===== src/rtl/vreg_pkg.sv =====
// rtl/vreg_pkg.sv - shared vector register file types, widths and arbiter states
package vreg_pkg;

  localparam int VREG_DATA_W = 128;
  localparam int VREG_ADDR_W = 4;

  typedef logic [VREG_ADDR_W-1:0] vreg_addr_t;
  typedef logic [VREG_DATA_W-1:0] vreg_data_t;

  typedef enum logic [1:0] {
    IDLE  = 2'd0,
    WRITE = 2'd1,
    STALL = 2'd2
  } warb_state_t;

  // Index of the requester after idx, wrapping at n.
  function automatic int rr_wrap(input int idx, input int n);
    return (idx + 1 >= n) ? 0 : idx + 1;
  endfunction

endpackage


===== src/rtl/vreg_write_arbiter_if.sv =====
// rtl/vreg_write_arbiter_if.sv - requester handshakes and register file write port
interface vreg_write_arbiter_if
  import vreg_pkg::*;
#(
  parameter int NUM_REQ = 3,
  parameter int DATA_W  = VREG_DATA_W,
  parameter int ADDR_W  = VREG_ADDR_W,
  localparam int GID_W  = $clog2(NUM_REQ)
);

  logic [NUM_REQ-1:0]        req_valid;
  logic [NUM_REQ*ADDR_W-1:0] req_addr;
  logic [NUM_REQ*DATA_W-1:0] req_data;
  logic [NUM_REQ-1:0]        req_ready;
  logic                      wr_stall;
  logic                      flush;
  logic                      wr_en;
  logic [ADDR_W-1:0]         wr_addr;
  logic [DATA_W-1:0]         wr_data;
  logic [GID_W-1:0]          grant_id;
  logic                      busy;

  modport master (
    output req_valid, req_addr, req_data, wr_stall, flush,
    input  req_ready, wr_en, wr_addr, wr_data, grant_id, busy
  );

  modport slave (
    input  req_valid, req_addr, req_data, wr_stall, flush,
    output req_ready, wr_en, wr_addr, wr_data, grant_id, busy
  );

endinterface


===== src/rtl/vreg_write_arbiter_rr_pick.sv =====
// rtl/vreg_write_arbiter_rr_pick.sv - combinational round-robin one-hot picker
module rr_pick #(
  parameter int  N  = 3,
  localparam int PW = $clog2(N)
) (
  input  logic [N-1:0]  i_valid,
  input  logic [PW-1:0] i_ptr,
  input  logic          i_en,
  output logic [N-1:0]  o_grant,
  output logic [PW-1:0] o_idx
);

  function automatic logic [PW-1:0] wrap_idx(input int base, input int off);
    int s;
    s = base + off;
    return PW'((s >= N) ? s - N : s);
  endfunction

  // Scan from the farthest candidate back to i_ptr so the nearest valid one wins.
  always_comb begin
    o_grant = '0;
    o_idx   = '0;
    for (int k = N - 1; k >= 0; k--) begin
      if (i_en && i_valid[wrap_idx(int'(i_ptr), k)]) begin
        o_grant                             = '0;
        o_grant[wrap_idx(int'(i_ptr), k)]   = 1'b1;
        o_idx                               = wrap_idx(int'(i_ptr), k);
      end
    end
  end

endmodule


===== src/rtl/vreg_write_arbiter.sv =====
// rtl/vreg_write_arbiter.sv - round-robin arbiter for the vector register file write port; VREG_WARB_STATS_EN adds per-requester grant counters
module vreg_write_arbiter
  import vreg_pkg::*;
#(
  parameter int  NUM_REQ = 3,
  parameter int  DATA_W  = VREG_DATA_W,
  parameter int  ADDR_W  = VREG_ADDR_W,
  localparam int GID_W   = $clog2(NUM_REQ)
) (
  input  logic                    i_clk,
  input  logic                    i_rst,
  vreg_write_arbiter_if.slave     bus
`ifdef VREG_WARB_STATS_EN
  ,
  output logic [NUM_REQ*16-1:0]   o_grant_count
`endif
);

  warb_state_t        r_state;
  warb_state_t        w_state_nxt;
  logic [GID_W-1:0]   r_rr_ptr;
  logic [GID_W-1:0]   w_idx;
  logic [NUM_REQ-1:0] w_grant;
  logic               w_can_accept;
  logic               w_xfer;
  logic [ADDR_W-1:0]  r_wr_addr;
  logic [DATA_W-1:0]  r_wr_data;
  logic [GID_W-1:0]   r_grant_id;

  // A held (stalled) write blocks new grants, as does a write the file is refusing now.
  assign w_can_accept = !i_rst && !bus.flush && (r_state != STALL)
                        && !((r_state == WRITE) && bus.wr_stall);

  rr_pick #(.N(NUM_REQ)) u_pick (
    .i_valid (bus.req_valid),
    .i_ptr   (r_rr_ptr),
    .i_en    (w_can_accept),
    .o_grant (w_grant),
    .o_idx   (w_idx)
  );

  assign w_xfer        = |w_grant;
  assign bus.req_ready = w_grant;
  assign bus.wr_en     = (r_state != IDLE);
  assign bus.busy      = (r_state != IDLE);
  assign bus.wr_addr   = r_wr_addr;
  assign bus.wr_data   = r_wr_data;
  assign bus.grant_id  = r_grant_id;

  // Next state: flush wins over stall; a stalled write leaves as soon as stall drops.
  always_comb begin
    w_state_nxt = r_state;
    if (bus.flush) begin
      w_state_nxt = IDLE;
    end else begin
      case (r_state)
        IDLE:    if (w_xfer) w_state_nxt = WRITE;
        WRITE: begin
          if (bus.wr_stall)  w_state_nxt = STALL;
          else if (w_xfer)   w_state_nxt = WRITE;
          else               w_state_nxt = IDLE;
        end
        STALL:   if (!bus.wr_stall) w_state_nxt = IDLE;
        default: w_state_nxt = IDLE;
      endcase
    end
  end

  // State register.
  always_ff @(posedge i_clk) begin
    if (i_rst) r_state <= IDLE;
    else       r_state <= w_state_nxt;
  end

  // Capture the granted write and move the round-robin pointer past the winner.
  always_ff @(posedge i_clk) begin
    if (i_rst) begin
      r_wr_addr  <= '0;
      r_wr_data  <= '0;
      r_grant_id <= '0;
      r_rr_ptr   <= '0;
    end else if (w_xfer) begin
      r_wr_addr  <= ADDR_W'(bus.req_addr >> (int'(w_idx) * ADDR_W));
      r_wr_data  <= DATA_W'(bus.req_data >> (int'(w_idx) * DATA_W));
      r_grant_id <= w_idx;
      r_rr_ptr   <= GID_W'(rr_wrap(int'(w_idx), NUM_REQ));
    end
  end

`ifdef VREG_WARB_STATS_EN
  for (genvar gi = 0; gi < NUM_REQ; gi++) begin : g_cnt
    logic [15:0] r_cnt;
    // Saturating transfer count; flush cycles never grant, so they never count.
    always_ff @(posedge i_clk) begin
      if (i_rst)                              r_cnt <= '0;
      else if (w_grant[gi] && r_cnt != 16'hFFFF) r_cnt <= r_cnt + 16'd1;
    end
    assign o_grant_count[gi*16 +: 16] = r_cnt;
  end
`endif

endmodule


===== src/flat_wrapper.sv =====
// flat-port wrapper written by rule: the top's interface ports become plain ports
module vreg_write_arbiter_flat import vreg_pkg::*;
#(
  parameter int  NUM_REQ = 3,
  parameter int  DATA_W  = VREG_DATA_W,
  parameter int  ADDR_W  = VREG_ADDR_W,
  localparam int GID_W   = $clog2(NUM_REQ)
)
  (i_clk, i_rst, bus_req_valid, bus_req_addr, bus_req_data, bus_wr_stall, bus_flush, bus_req_ready, bus_wr_en, bus_wr_addr, bus_wr_data, bus_grant_id, bus_busy);
  vreg_write_arbiter_if #(.NUM_REQ(NUM_REQ), .DATA_W(DATA_W), .ADDR_W(ADDR_W)) bus_i ();
  input  logic i_clk;
  input  logic i_rst;
  input wire logic [$bits(bus_i.req_valid)-1:0] bus_req_valid;
  input wire logic [$bits(bus_i.req_addr)-1:0] bus_req_addr;
  input wire logic [$bits(bus_i.req_data)-1:0] bus_req_data;
  input wire logic [$bits(bus_i.wr_stall)-1:0] bus_wr_stall;
  input wire logic [$bits(bus_i.flush)-1:0] bus_flush;
  output wire logic [$bits(bus_i.req_ready)-1:0] bus_req_ready;
  output wire logic [$bits(bus_i.wr_en)-1:0] bus_wr_en;
  output wire logic [$bits(bus_i.wr_addr)-1:0] bus_wr_addr;
  output wire logic [$bits(bus_i.wr_data)-1:0] bus_wr_data;
  output wire logic [$bits(bus_i.grant_id)-1:0] bus_grant_id;
  output wire logic [$bits(bus_i.busy)-1:0] bus_busy;
  assign bus_i.req_valid = bus_req_valid;
  assign bus_i.req_addr = bus_req_addr;
  assign bus_i.req_data = bus_req_data;
  assign bus_i.wr_stall = bus_wr_stall;
  assign bus_i.flush = bus_flush;
  assign bus_req_ready = bus_i.req_ready;
  assign bus_wr_en = bus_i.wr_en;
  assign bus_wr_addr = bus_i.wr_addr;
  assign bus_wr_data = bus_i.wr_data;
  assign bus_grant_id = bus_i.grant_id;
  assign bus_busy = bus_i.busy;
  vreg_write_arbiter #(.NUM_REQ(NUM_REQ), .DATA_W(DATA_W), .ADDR_W(ADDR_W)) u_core (.i_clk(i_clk), .i_rst(i_rst), .bus(bus_i));
endmodule

===== config.mk =====
export PLATFORM = sky130hd
export DESIGN_NAME = vreg_write_arbiter_flat
export DESIGN_NICKNAME = d
export VERILOG_FILES = /design/src/rtl/vreg_pkg.sv /design/src/rtl/vreg_write_arbiter_if.sv /design/src/rtl/vreg_write_arbiter_rr_pick.sv /design/src/rtl/vreg_write_arbiter.sv /design/src/flat_wrapper.sv
export SDC_FILE = /design/constraint.sdc
export NUM_CORES = 1
export LEC_CHECK = 0
export CAP_MARGIN = 15
export CORE_AREA = 2 2 209 211
export CTS_BUF_LIST = sky130_fd_sc_hd__clkbuf_8
export CTS_CLUSTER_DIAMETER = 200
export DETAILED_ROUTE_END_ITERATION = 6
export DIE_AREA = 0 0 211 213
export DONT_BUFFER_PORTS = 1
export SYNTH_ARGS = -nofsm -noshare
export SYNTH_HDL_FRONTEND = slang
export SYNTH_SLANG_ARGS = --single-unit

===== constraint.sdc =====
create_clock -name i_clk -period 3.1 [get_ports i_clk]
set_input_delay 0.62 -clock i_clk [delete_from_list [all_inputs] [get_ports i_clk]]
set_output_delay 0.62 -clock i_clk [all_outputs]
set_load 0.02 [all_outputs]

==> results.ini <==
[place]
dp_hpwl_um=22500
post_dp_cell_area_um2=7800
place_congestion=0.891
port_buffers=0

[setup_path]
startpoint=u_core.r_rr_ptr[1]
start_kind=register
reg2reg_slack_ps=240
cp.required_ps=2480
r2r.worst_path.cells=10
r2r_end=u_core.bus.wr_data[102]
worstSetupPathType=register to output port
r2r-start=u_core.r_rr_ptr[0]
critPathArrivalTime_ps=2360
crit_path_end_kind=output port
critPathMaxFanout=12

[synth]
syn_avg_cell_area_um2=8.55
syn_nets=1259
yosys_warnings=0
synth_area_leaders=dfxtp_1 38%, a222oi_1 18%, a211oi_1 14%, nor3_1 9.1%, nand2_1 7.1%
ys.flop_type=dfxtp_1
synth_area_um2=7280
synth_cells=852
async_flop_share_pct=0
synth_top_cell_area_share_pct=37.9
ys_types=39
yosys_register_bits=138
yosysSeqAreaShare_pct=37.9
yosysTopAreaCell=dfxtp_1
synth_edf_count=0

[layout]
fin_util_pct=19.4
drive_gt1_share_pct=9.26
fin_nets=1182
stdcell_area_um2=8260
syn_to_final_growth_pct=13.5
nFillCells=4748

[timing]
setup_viol=0
finClkSkew_ps=12.5
fin_crit_sh_pct=96.2
finalMaxSlewViolations=0
hold_viol=0
max_freq_mhz=335
maxSlewHeadroom_pct=64.7
period_needed_ps=2980
tns_ps=0
worst_pin_slew_ps=528

[global_route]
antenna_found_initial=6
grt_pass1_vias=7024
overflow=0
grt.total_usage_pct=12.9
grt_max_degree=138
grt_pass1_wl_um=43000

[clocking]
clk_pin_slew_worst_paths_ps=80
clk_latency_ps=530
cts_made_buffers=17
cts_buffer_depth=2
cts_sinks=138
h-tree-depth=4
cts_root_buf=clkbuf_8
post_cts_buffers=0
cts_tree=built

[detailed_routing]
vias=7560
route.detailed.drc=32
wl_per_cell_um=23.3
drt_first_pass_iters=7
wl_um=31200
ant_nets=0
avgViaCountPerCell=5.65
drtIter0Drc=1199

[floorplanning]
die_area_um2=44900
die-height_um=213
die_w_um=211
core-area_um2=42700
boundaryPins=542
start_util_pct=17.1
rows=76

[status]
outcome=complete, but fails checks
violations=design-rule violations

[min_path]
hp-start=i_rst
worstHoldEndpoint=u_core.bus.grant_id[1]
hp-class=input pin to register
min_path_cells=1

[job]
cap_violations=0

[pwr]
p_per_area_nw_per_um2=1030
ir_drop_mv=0.322
cellLeakagePower_nw=3.23

==> worst max path at each step <==
stage	slack (ps)	endpoint
after floorplan	690	bus_req_ready[2]
after global placement	350	u_core.bus.wr_data[100]
after detailed placement	230	u_core.bus.wr_data[116]
after CTS	5	bus_req_ready[2]
after global routing	-30	bus_req_ready[1]
final	120	bus_req_ready[2]
==> registers in the layout, summed over array words and instances, names as in the netlist <==
| signal | flops |
|---|---|
| u_core.bus.wr_data | 128 |
| u_core.bus.wr_addr | 4 |
| u_core.bus.grant_id | 2 |
| u_core.r_rr_ptr | 2 |
| u_core.r_state | 2 |
==> Yosys cell counts, types with 5 or more instances <==
master and count:
a211oi_1 133, a222oi_1 132, buf_1 8, buf_2 57, buf_4 14, clkbuf_1 41
dfxtp_1 138, inv_1 5, nand2_1 137, nor3_1 132
==> cell families (layout without fill, tap and decap cells) <==
logic type / count (synthesis) / after routing / synth area share, %
AO/OA/AOI/OAI: 293 / 293 / 34.7
adder cells (fa/ha/maj): 4 / 4 / 0.687
buffers and inverters: 128 / 64 / 8.51
flip-flops: 138 / 138 / 37.9
multiplexers: 4 / 4 / 0.601
other: 0 / 4 / 0
AND/OR/NAND/NOR: 285 / 285 / 17.5
==> timing repair <==
action,in CTS,in global routing
endpoints found under the setup margin,3,3
hold buffers,0,0
cloned,0,0
resized for setup,9,5
hold endpoints to repair,0,0
pin swaps,0,1
==> area by class of cell <==
type	count	area, um^2	area share (%)
Multi-Input combinational cell	586	4020	48.7
Clock buffer	20	275	3.33
Tap cell	546	683	8.27
Inverter	6	27.5	0.333
Clock inverter	12	101	1.23
Timing Repair Buffer	26	383	4.63
Antenna cell	4	10.0	0.121
Sequential cell	138	2760	33.4
==> placed cells by master, fill, tap and decap left out, types with 2 or more instances in the layout <==
cell type	instances
dfxtp_1	138
nand2_1	137
a211oi_1	133
a222oi_1	132
nor3_1	132
clkbuf_8	20
buf_12	15
buf_4	11
inv_1	7
diode_2	4
nand2b_1	4
o21ai_1	3
nor2_4	3
o21ai_0	3
a21oi_1	3
clkinvlp_4	3
clkinv_2	3
clkinv_4	3
mux2i_4	2
o22ai_1	2
mux2i_1	2
nor2_1	2
o221a_4	2
nand3_1	2
o41ai_1	2
ha_4	2
ha_1	2
==> power by group <==
| group | internal [W] | total [W] | switching [W] |
|---|---|---|---|
| logic | 0.00137 | 0.00326 | 0.00189 |
| clock network | 0.000687 | 0.00147 | 0.000784 |
| registers | 0.00241 | 0.00375 | 0.00135 |
| total | 0.00446 | 0.00848 | 0.00402 |
==> routing by layer <==
layer  GRT usage, %  wire, um  vias up
li1               -         -     3307
met1           13.1     11200     3613
met2           21.1     14500      541
met3           5.47      3410       95
met4           10.1      2010        4
met5              0        24        -
==> critical path, cell delays in order (launching register included) <==
cell and delay (ps):
dfxtp_1 350, inv_1 150, ha_4 210, mux2i_4 270, o22ai_1 130, a221o_1 400
o211ai_4 150, inv_6 140
==> through the flow <==
stage	setup WS [ps]	cells	total power [W]	hold slack [ps]
after floorplan	694	852	0.00602	439
after CTS	5.19	1334	0.00851	60.8
after global placement	351	1302	0.00688	462
after global routing	-28.3	1338	0.00903	94.1
final	119	1338	0.00848	152
after detailed placement	232	1302	0.00694	475
Note: power is estimated with default switching activity, not from simulation.
